$ cat src/rtl/pulse_counter_multi.sv
// -----------------------------------------------------------------------------
// pulse_counter_multi
//
// Multi-channel gated edge counter for asynchronous pulse inputs. Each pulse
// input is synchronised into the clk domain. While the measurement window is
// open, the block counts the selected edge type on every channel. When the
// window closes, the counts freeze and done pulses for one cycle.
//
// Parameters
//   CHANNELS    number of independent pulse inputs / counters (>=1)
//   WIDTH       counter width per channel (>=2)
//   SYNC_STAGES synchroniser flops per input (>=2)
//   SATURATE    1 = hold at all-ones on overflow, 0 = wrap to zero
//
// Ports
//   clk        sole clock
//   rst        asynchronous active-high reset
//   pulse_in   asynchronous pulse sources, bit i feeds channel i
//   en_count   window gate, synchronous to clk
//   edge_mode  00 rising, 01 falling, 10 both, 11 rising; latched at open
//   count      live counters, channel i at [i*WIDTH +: WIDTH]
//   overflow   sticky per-channel overflow flags, cleared at window open
//   busy       high while the window is open
//   done       one-cycle pulse, one cycle after the window closes
// -----------------------------------------------------------------------------
module pulse_counter_multi #(
    parameter int CHANNELS    = 4,
    parameter int WIDTH       = 16,
    parameter int SYNC_STAGES = 2,
    parameter int SATURATE    = 0
) (
    input  logic                      clk,
    input  logic                      rst,
    input  logic [CHANNELS-1:0]       pulse_in,
    input  logic                      en_count,
    input  logic [1:0]                edge_mode,
    output logic [CHANNELS*WIDTH-1:0] count,
    output logic [CHANNELS-1:0]       overflow,
    output logic                      busy,
    output logic                      done
);

    typedef enum logic {
        IDLE  = 1'b0,
        COUNT = 1'b1
    } state_t;

    state_t                 state;
    state_t                 state_next;
    logic                   win_open;
    logic                   win_close;
    logic                   close_q;
    logic [1:0]             mode_q;

    logic [SYNC_STAGES-1:0] sync [CHANNELS];
    logic [CHANNELS-1:0]    sd;
    logic [CHANNELS-1:0]    s;
    logic [CHANNELS-1:0]    rise;
    logic [CHANNELS-1:0]    fall;
    logic [CHANNELS-1:0]    hit;
    logic [WIDTH-1:0]       cnt [CHANNELS];

    // Synchroniser chains plus one history flop per channel
    always_ff @(posedge clk or posedge rst) begin
        if (rst) begin
            for (int i = 0; i < CHANNELS; i++) begin
                sync[i] <= '0;
            end
            sd <= '0;
        end else begin
            for (int i = 0; i < CHANNELS; i++) begin
                sync[i] <= {sync[i][SYNC_STAGES-2:0], pulse_in[i]};
                sd[i]   <= sync[i][SYNC_STAGES-1];
            end
        end
    end

    // Edge detection and selection by the mode latched at window open
    always_comb begin
        s    = '0;
        rise = '0;
        fall = '0;
        hit  = '0;
        for (int i = 0; i < CHANNELS; i++) begin
            s[i]    = sync[i][SYNC_STAGES-1];
            rise[i] = s[i] & ~sd[i];
            fall[i] = ~s[i] & sd[i];
            case (mode_q)
                2'b01:   hit[i] = fall[i];
                2'b10:   hit[i] = rise[i] | fall[i];
                default: hit[i] = rise[i];
            endcase
        end
    end

    // Window FSM: state register
    always_ff @(posedge clk or posedge rst) begin
        if (rst) begin
            state   <= IDLE;
            mode_q  <= 2'b00;
            close_q <= 1'b0;
            done    <= 1'b0;
        end else begin
            state   <= state_next;
            if (win_open) begin
                mode_q <= edge_mode;
            end
            // done lags the close edge by one extra cycle
            close_q <= win_close;
            done    <= close_q;
        end
    end

    // Window FSM: next state
    always_comb begin
        state_next = state;
        win_open   = 1'b0;
        win_close  = 1'b0;
        case (state)
            IDLE: begin
                if (en_count) begin
                    state_next = COUNT;
                    win_open   = 1'b1;
                end
            end
            COUNT: begin
                if (!en_count) begin
                    state_next = IDLE;
                    win_close  = 1'b1;
                end
            end
            default: state_next = IDLE;
        endcase
    end

    // Counters: the open edge only clears (edges on it are dropped);
    // the close edge still counts because the pre-edge state is COUNT.
    always_ff @(posedge clk or posedge rst) begin
        if (rst) begin
            for (int i = 0; i < CHANNELS; i++) begin
                cnt[i] <= '0;
            end
            overflow <= '0;
        end else if (win_open) begin
            for (int i = 0; i < CHANNELS; i++) begin
                cnt[i] <= '0;
            end
            overflow <= '0;
        end else if (state == COUNT) begin
            for (int i = 0; i < CHANNELS; i++) begin
                if (hit[i]) begin
                    if (&cnt[i]) begin
                        overflow[i] <= 1'b1;
                        if (SATURATE == 0) begin
                            cnt[i] <= '0;
                        end
                    end else begin
                        cnt[i] <= cnt[i] + WIDTH'(1);
                    end
                end
            end
        end
    end

    always_comb begin
        count = '0;
        for (int i = 0; i < CHANNELS; i++) begin
            count[i*WIDTH +: WIDTH] = cnt[i];
        end
    end

    assign busy = (state == COUNT);

endmodule

$ cat config.mk
export PLATFORM = sky130hd
export DESIGN_NAME = pulse_counter_multi
export DESIGN_NICKNAME = d
export VERILOG_FILES = /design/src/rtl/pulse_counter_multi.sv
export SDC_FILE = /design/constraint.sdc
export NUM_CORES = 1
export LEC_CHECK = 0
export ABC_CLOCK_PERIOD_IN_PS = 2700
export BUFFER_PORTS_ARGS = -buffer_cell sky130_fd_sc_hd__buf_2
export CELL_PAD_IN_SITES_DETAIL_PLACEMENT = 1
export CELL_PAD_IN_SITES_GLOBAL_PLACEMENT = 1
export CORE_AREA = 2 2 105 107
export CTS_CLUSTER_SIZE = 10
export DETAILED_ROUTE_END_ITERATION = 10
export DIE_AREA = 0 0 107 109
export PLACE_DENSITY_LB_ADDON = 0.1
export SETUP_SLACK_MARGIN = 0.4
export SLEW_MARGIN = 20
export SYNTH_ARGS = -nofsm -noshare
export SYNTH_HDL_FRONTEND = slang
export SYNTH_SLANG_ARGS = --single-unit
export TNS_END_PERCENT = 30
$ cat constraint.sdc
create_clock -name clk -period 2.7 [get_ports clk]
set_input_delay 0 -clock clk [delete_from_list [all_inputs] [get_ports clk]]
set_output_delay 0 -clock clk [all_outputs]
set_load 0.03 [all_outputs]
==> impl_metrics.py, run 1 <==
metrics = {
    "sta": {
        "hold_violations": 0,
        "max_freq_mhz": 455,
        "tns_ns": 0,
        "finClkSkew_ns": 0.00844,
        "period_needed_ns": 2.20,
        "slew_headroom_pct": 48.9,
        "fin_crit_sh_pct": 81.3,
        "worst-slew-pin-transition_ns": 0.760,
        "grt_setup_unrepaired": "yes",
        "maxSlewViolCount": 0,
        "setup_viol": 0,
    },
    "route": {
        "drc": 0,
        "final_antenna_net_count": 0,
        "post_drt_wl_per_cell_um": 16.7,
        "drt_pass1_iterations": 4,
        "wl_um": 11700,
        "first_iter_violations": 115,
        "via_per_inst": 5.68,
        "vias": 3989,
    },
    "setup_path": {
        "max_stage_delay_ns": 0.53,
        "cp-startpoint": "mode_q[0]",
        "r2r_cells": 7,
        "r2r_end": "count[45]",
        "crit_end": "count[45]",
        "start_kind": "flop",
        "crit_family": "simple AND/OR/NAND/NOR gates",
        "r2r_start": "mode_q[0]",
        "critPathRequiredTime_ns": 2.98,
        "crit_buf_inv": 1,
        "r2r_setup_slack_ns": 0.50,
        "worst-setup-path-type": "flop to flop",
        "arrival_ns": 2.48,
        "cp-end-kind": "flop",
        "path_cells": "inv_1, ha_2, nand2b_1, a21oi_2, or2_1, or4_1, a21oi_1",
        "slowest_stage": "or4_1",
        "critPathMaxFanout": 10,
        "worstSetupPathDepth": 7,
    },
    "power": {
        "switching_share_pct": 34.0,
        "clockPowerShare_pct": 30.7,
        "p_leak_nw": 2.39,
        "pwr-share-seq_pct": 47.0,
        "power.internal_w": 0.00214,
        "pwr-share-comb_pct": 22.3,
        "power_density_nw_per_um2": 616,
        "p_switching_w": 0.00110,
        "finalPower_w": 0.00324,
        "ir_drop_uv": 341,
    },
    "floorplanning": {
        "fp.dieH_um": 109,
        "io_pins": 79,
        "rows": 38,
        "fp.coreArea_um2": 10600,
        "fp.dieW_um": 107,
        "start_util_pct": 41.0,
        "fp.dieArea_um2": 11700,
    },
    "cts": {
        "clock-sinks": 85,
        "cts_buffers": 9,
        "cts_setup_buffers": 0,
        "htreeDepth": 3,
        "clk_latency_ns": 0.36,
        "cts_buffer_depth": 2,
        "cts_tree": "built",
        "cts-root-buf": "clkbuf_8",
        "cts.clk_slew.worst_paths_ns": 0.08,
    },
    "finish": {
        "antenna_cells": 0,
        "layout-drive-gt1-share_pct": 20.6,
        "final_cell_mix": "dfrtp_1 (85), buf_2 (78), nand2_1 (63), nand3_1 (38), o21ai_0 (31)",
        "layout_commonest_cell": "dfrtp_1",
        "fin_nets": 581,
        "syn_to_final_growth_pct": 20.8,
    },
    "global_routing": {
        "grt_max_degree": 42,
        "gr-total-overflow": 0,
        "grt_use_total_pct": 20.7,
        "antenna_found_initial": 0,
        "grt_pass1_vias": 3966,
        "grt_pass1_wl_um": 19200,
    },
    "logic_synthesis": {
        "synthArstFlopShare_pct": 100,
        "yosys_warnings": 0,
        "netlist_area_um2": 4350,
        "synthFlopType": "dfrtp_1",
        "synth-edff-count": 0,
        "syn_nets": 486,
        "ys_types": 51,
        "synth_seq_cells": 85,
        "synth_area_per_cell_um2": 9.39,
        "netlist_instances": 463,
        "yosysSeqAreaShare_pct": 48.9,
    },
    "placed_design": {
        "dp_hpwl_um": 8310,
        "numPortBuffers": 78,
        "finalWeightedCongestion": 0.826,
    },
    "run_status": {
        "status": "complete, no violations",
    },
    "job": {
        "maxCapViolCount": 0,
    },
    "worst_hold_path": {
        "hold_class": "input pin to asynchronous set/reset pin",
    },
}
==> timing repair <==
item,CTS,global route
hold buffers,8,0
resized for setup,0,1
hold endpoints to repair,48,0
endpoints found under the setup margin,0,14
==> flip-flops by register name, summed over array words and instances, names as in the netlist <==
register and count:
busy 1, close_q 1, count 64, done 1, mode_q 2, overflow 4, s 4, sd 4
sync 4
==> how the worst min path moves through the flow <==
stage                            to  slack (ns)
after floorplan                busy        0.03
after global placement      sync[4]        0.11
after detailed placement    sync[6]        0.11
after CTS                   sync[6]        0.26
after global routing        sync[6]        0.28
final                     count[56]        0.28
==> power groups by stage <==
stage	clock (W)	combinational, W	sequential (W)
after floorplan	0	0.000320	0.00168
after global placement	0	0.000690	0.00153
after detailed placement	0	0.000714	0.00154
after CTS	0.00102	0.000727	0.00152
after global routing	0.00106	0.000790	0.00154
final	0.000995	0.000720	0.00152
==> per-stage QoR <==
step,instance area [um^2],hold WS (ns),utilization (%),cells,worst slack [ns]
floorplan,4350,0.0314,-,463,0.507
global placement,4950,0.108,46.7,679,0.536
detailed placement,4950,0.110,46.7,679,0.443
CTS,5250,0.264,49.5,702,0.421
global route,5250,0.280,49.5,702,0.340
finish,5250,0.275,49.5,702,0.504
==> cell usage after synthesis, types with 7 or more instances <==
| library cell | n | area [um^2] |
|---|---|---|
| dfrtp_1 | 85 | 2130 |
| clkbuf_1 | 10 | 37.5 |
| o31ai_1 | 11 | 82.6 |
| nand2b_1 | 7 | 43.8 |
| nand2_1 | 63 | 236 |
| a31oi_1 | 11 | 68.8 |
| nor3_1 | 10 | 50.1 |
| a21oi_1 | 18 | 90.1 |
| o21ai_0 | 31 | 155 |
| nand4_1 | 22 | 138 |
| nand3_1 | 38 | 190 |
| ha_1 | 14 | 175 |
| inv_1 | 20 | 75.1 |
| or3_1 | 7 | 43.8 |
| nor2_1 | 28 | 105 |
==> kinds of logic after synthesis <==
kind of cell / Yosys count / synth area share, %
compound gates: 109 / 17.0
xor+xnor: 7 / 1.41
fa+ha+maj: 14 / 4.03
buf+inv: 35 / 3.46
flops: 85 / 48.9
mux: 4 / 0.921
simple gates: 209 / 24.3
==> worst reg2reg max path, cell delays in order, from the launching register on <==
cell and delay [ns]:
dfrtp_1 0.38, inv_1 0.08, ha_2 0.35, nand2b_1 0.12
a21oi_2 0.14, or2_1 0.36, or4_1 0.53, a21oi_1 0.16
==> per-layer routing <==
layer | vias up | share of wire, % | global-route usage, %
li1 | 1903 | - | -
met2 | 73 | 47 | 34.0
met5 | - | 0 | 0
met3 | 13 | 3.3 | 2.93
met1 | 2000 | 48 | 28.2
met4 | 0 | 1.5 | 7.24
==> area by class of cell <==
class | instances | area [um^2]
Clock buffer | 10 | 138
Clock inverter | 5 | 75.1
Fill cell | 1260 | 5350
Inverter | 20 | 76.3
Multi-Input combinational cell | 343 | 2080
Sequential cell | 85 | 2130
Tap cell | 140 | 175
Timing Repair Buffer | 99 | 581
Power figures use the tool's default switching activity.
==> run 2, diff against run 1 <==
- ABC_CLOCK_PERIOD_IN_PS: 2700 -> 1900
- CORE_AREA: 2 2 105 107 -> 2 2 110 112
- DIE_AREA: 0 0 107 109 -> 0 0 112 114
- clock period: 2.7 -> 1.9 ns (I/O delays scaled with it)
==> impl_metrics.py, run 2 (synthesized netlist as in run 1, its figures left out) <==
metrics = {
    "placed_design": {
        "place_inst": 744,
        "dp_hpwl_um": 9330,
        "finalWeightedCongestion": 0.832,
        "dpl_cell_area_um2": 5410,
        "numPortBuffers": 78,
    },
    "finish": {
        "fin_util_pct": 56.3,
        "layout-drive-gt1-share_pct": 42.9,
        "antenna_cells": 0,
        "largest_reg_flops": 64,
        "stdcell_area_um2": 6590,
        "syn_to_final_growth_pct": 51.6,
        "final-instance-count-excl-fill": 784,
        "fin_nets": 656,
        "fill_cells": 1319,
        "layout_commonest_cell": "dfrtp_1",
        "multiInputGateArea_um2": 2680,
        "seq_area_um2": 2130,
        "final_cell_mix": "dfrtp_1 (84), buf_2 (78), buf_4 (64), nand2_1 (58), nand3_1 (31)",
    },
    "global_routing": {
        "antenna_found_initial": 0,
        "grt_pass1_vias": 4573,
        "grt_max_degree": 49,
        "grt_pass1_wl_um": 23500,
        "gr-total-overflow": 0,
        "grt_use_total_pct": 22.6,
    },
    "route": {
        "via_per_inst": 5.60,
        "first_iter_violations": 263,
        "post_drt_wl_per_cell_um": 18.5,
        "final_antenna_net_count": 0,
        "wl_um": 14500,
        "drc": 0,
        "drt_pass1_iterations": 4,
        "vias": 4393,
    },
    "run_status": {
        "status": "finished with violations",
        "violations": "setup timing",
    },
    "floorplanning": {
        "fp.coreArea_um2": 11700,
        "fp.dieH_um": 114,
        "io_pins": 79,
        "rows": 40,
        "start_util_pct": 37.1,
        "fp.dieW_um": 112,
        "fp.dieArea_um2": 12800,
    },
    "power": {
        "switching_share_pct": 34.4,
        "ir_drop_uv": 540,
        "p_switching_w": 0.00188,
        "power.internal_w": 0.00359,
        "p_leak_nw": 3.02,
        "pwr-share-comb_pct": 31.7,
        "power_density_nw_per_um2": 829,
        "clockPowerShare_pct": 30.1,
        "pwr-share-seq_pct": 38.2,
    },
    "worst_hold_path": {
        "hold_class": "input pin to flop",
    },
    "setup_path": {
        "arrival_ns": 2.14,
        "cp-end-kind": "flop",
        "start_kind": "flop",
        "slowest_stage": "dfrtp_1",
        "r2r_setup_slack_ns": -0.003,
        "critPathMaxFanout": 5,
        "path_cells": "inv_1, ha_1, nand2b_4, a311oi_2, buf_6, buf_4, o21ai_4, o31ai_1",
        "critPathRequiredTime_ns": 2.14,
        "max_stage_delay_ns": 0.35,
        "worst-setup-path-type": "flop to flop",
    },
    "sta": {
        "hold_violations": 0,
        "setup_slack_ns": -0.00295,
        "hold_ws_ns": 0.207,
        "grt_setup_unrepaired": "yes",
        "tns_ns": -0.00295,
        "maxSlewViolCount": 0,
        "worst-slew-pin-transition_ns": 0.700,
        "setup_viol": 1,
        "period_needed_ns": 1.90,
        "fin_crit_sh_pct": 100,
        "max_freq_mhz": 526,
        "slew_headroom_pct": 53.2,
        "finClkSkew_ns": 0.00811,
    },
    "cts": {
        "cts_buffers": 9,
        "cts.clk_slew.worst_paths_ns": 0.06,
        "clock-sinks": 85,
        "cts_tree": "built",
        "htreeDepth": 3,
        "cts_buffer_depth": 2,
        "cts-root-buf": "clkbuf_16",
        "clk_latency_ns": 0.34,
    },
    "job": {
        "maxCapViolCount": 0,
    },
}
-- run 2: layout make-up --
type | count | share of cell area [%]
multi-input cells | 344 | 40.6
flip-flops and latches | 85 | 32.3
repair buffers | 173 | 19.0
clock buffers | 10 | 3.63
well taps | 147 | 2.79
inverters | 20 | 1.20
clock inverters | 5 | 0.418
-- run 2: path summary, 6_finish.rpt --
kind	startpoint	to	cells after the start
setup / recovery	sd[3]	count[53]	8
hold / removal	en_count	overflow[1]	4
setup reg to reg	sd[3]	count[53]	8
hold reg to reg	close_q	done	0
max in group asynchronous	rst	count[6]	4
min in group asynchronous	rst	count[17]	3
-- run 2: repair_timing --
action / in CTS / in global routing
gates cloned: 0 / 3
hold endpoints to repair: 36 / 0
hold buffers: 8 / 0
buffers inserted: 6 / 8
endpoints found under the setup margin: 68 / 68
pin swaps: 17 / 29
gates resized for setup: 51 / 94
-- run 2: power by group through the flow --
stage | combinational (W) | sequential [W] | clock (W)
2_1_floorplan | 0.000455 | 0.00239 | 0
3_3_place_gp | 0.00130 | 0.00209 | 0
3_5_place_dp | 0.00135 | 0.00211 | 0
4_1_cts | 0.00149 | 0.00208 | 0.00169
5_1_grt | 0.00188 | 0.00211 | 0.00175
6_report | 0.00173 | 0.00208 | 0.00164
-- run 2: routing by layer --
layer / vias to the layer above / GRT usage (%) / share of wire, %
met5: - / 0 / 0
met1: 2223 / 30.0 / 44
met4: 0 / 8.13 / 1.7
li1: 2059 / - / -
met3: 20 / 3.13 / 3.1
met2: 91 / 38.0 / 51
-- run 2: metrics by stage --
step	setup WS, ns	power [W]
final	-0.00295	0.00546
after global routing	-0.0844	0.00574
after CTS	0.0305	0.00526
after detailed placement	-0.264	0.00345
after global placement	-0.105	0.00340
after floorplan	-0.218	0.00285
-- run 2: worst max-delay path: cells and delay by family, from the launching register on --
family	cells	cell delay, ns
adders and majority gates	1	0.29
DFF	1	0.35
buffers and inverters	3	0.37
and+or+nand+nor	1	0.15
AOI/OAI and AO/OA	3	0.65
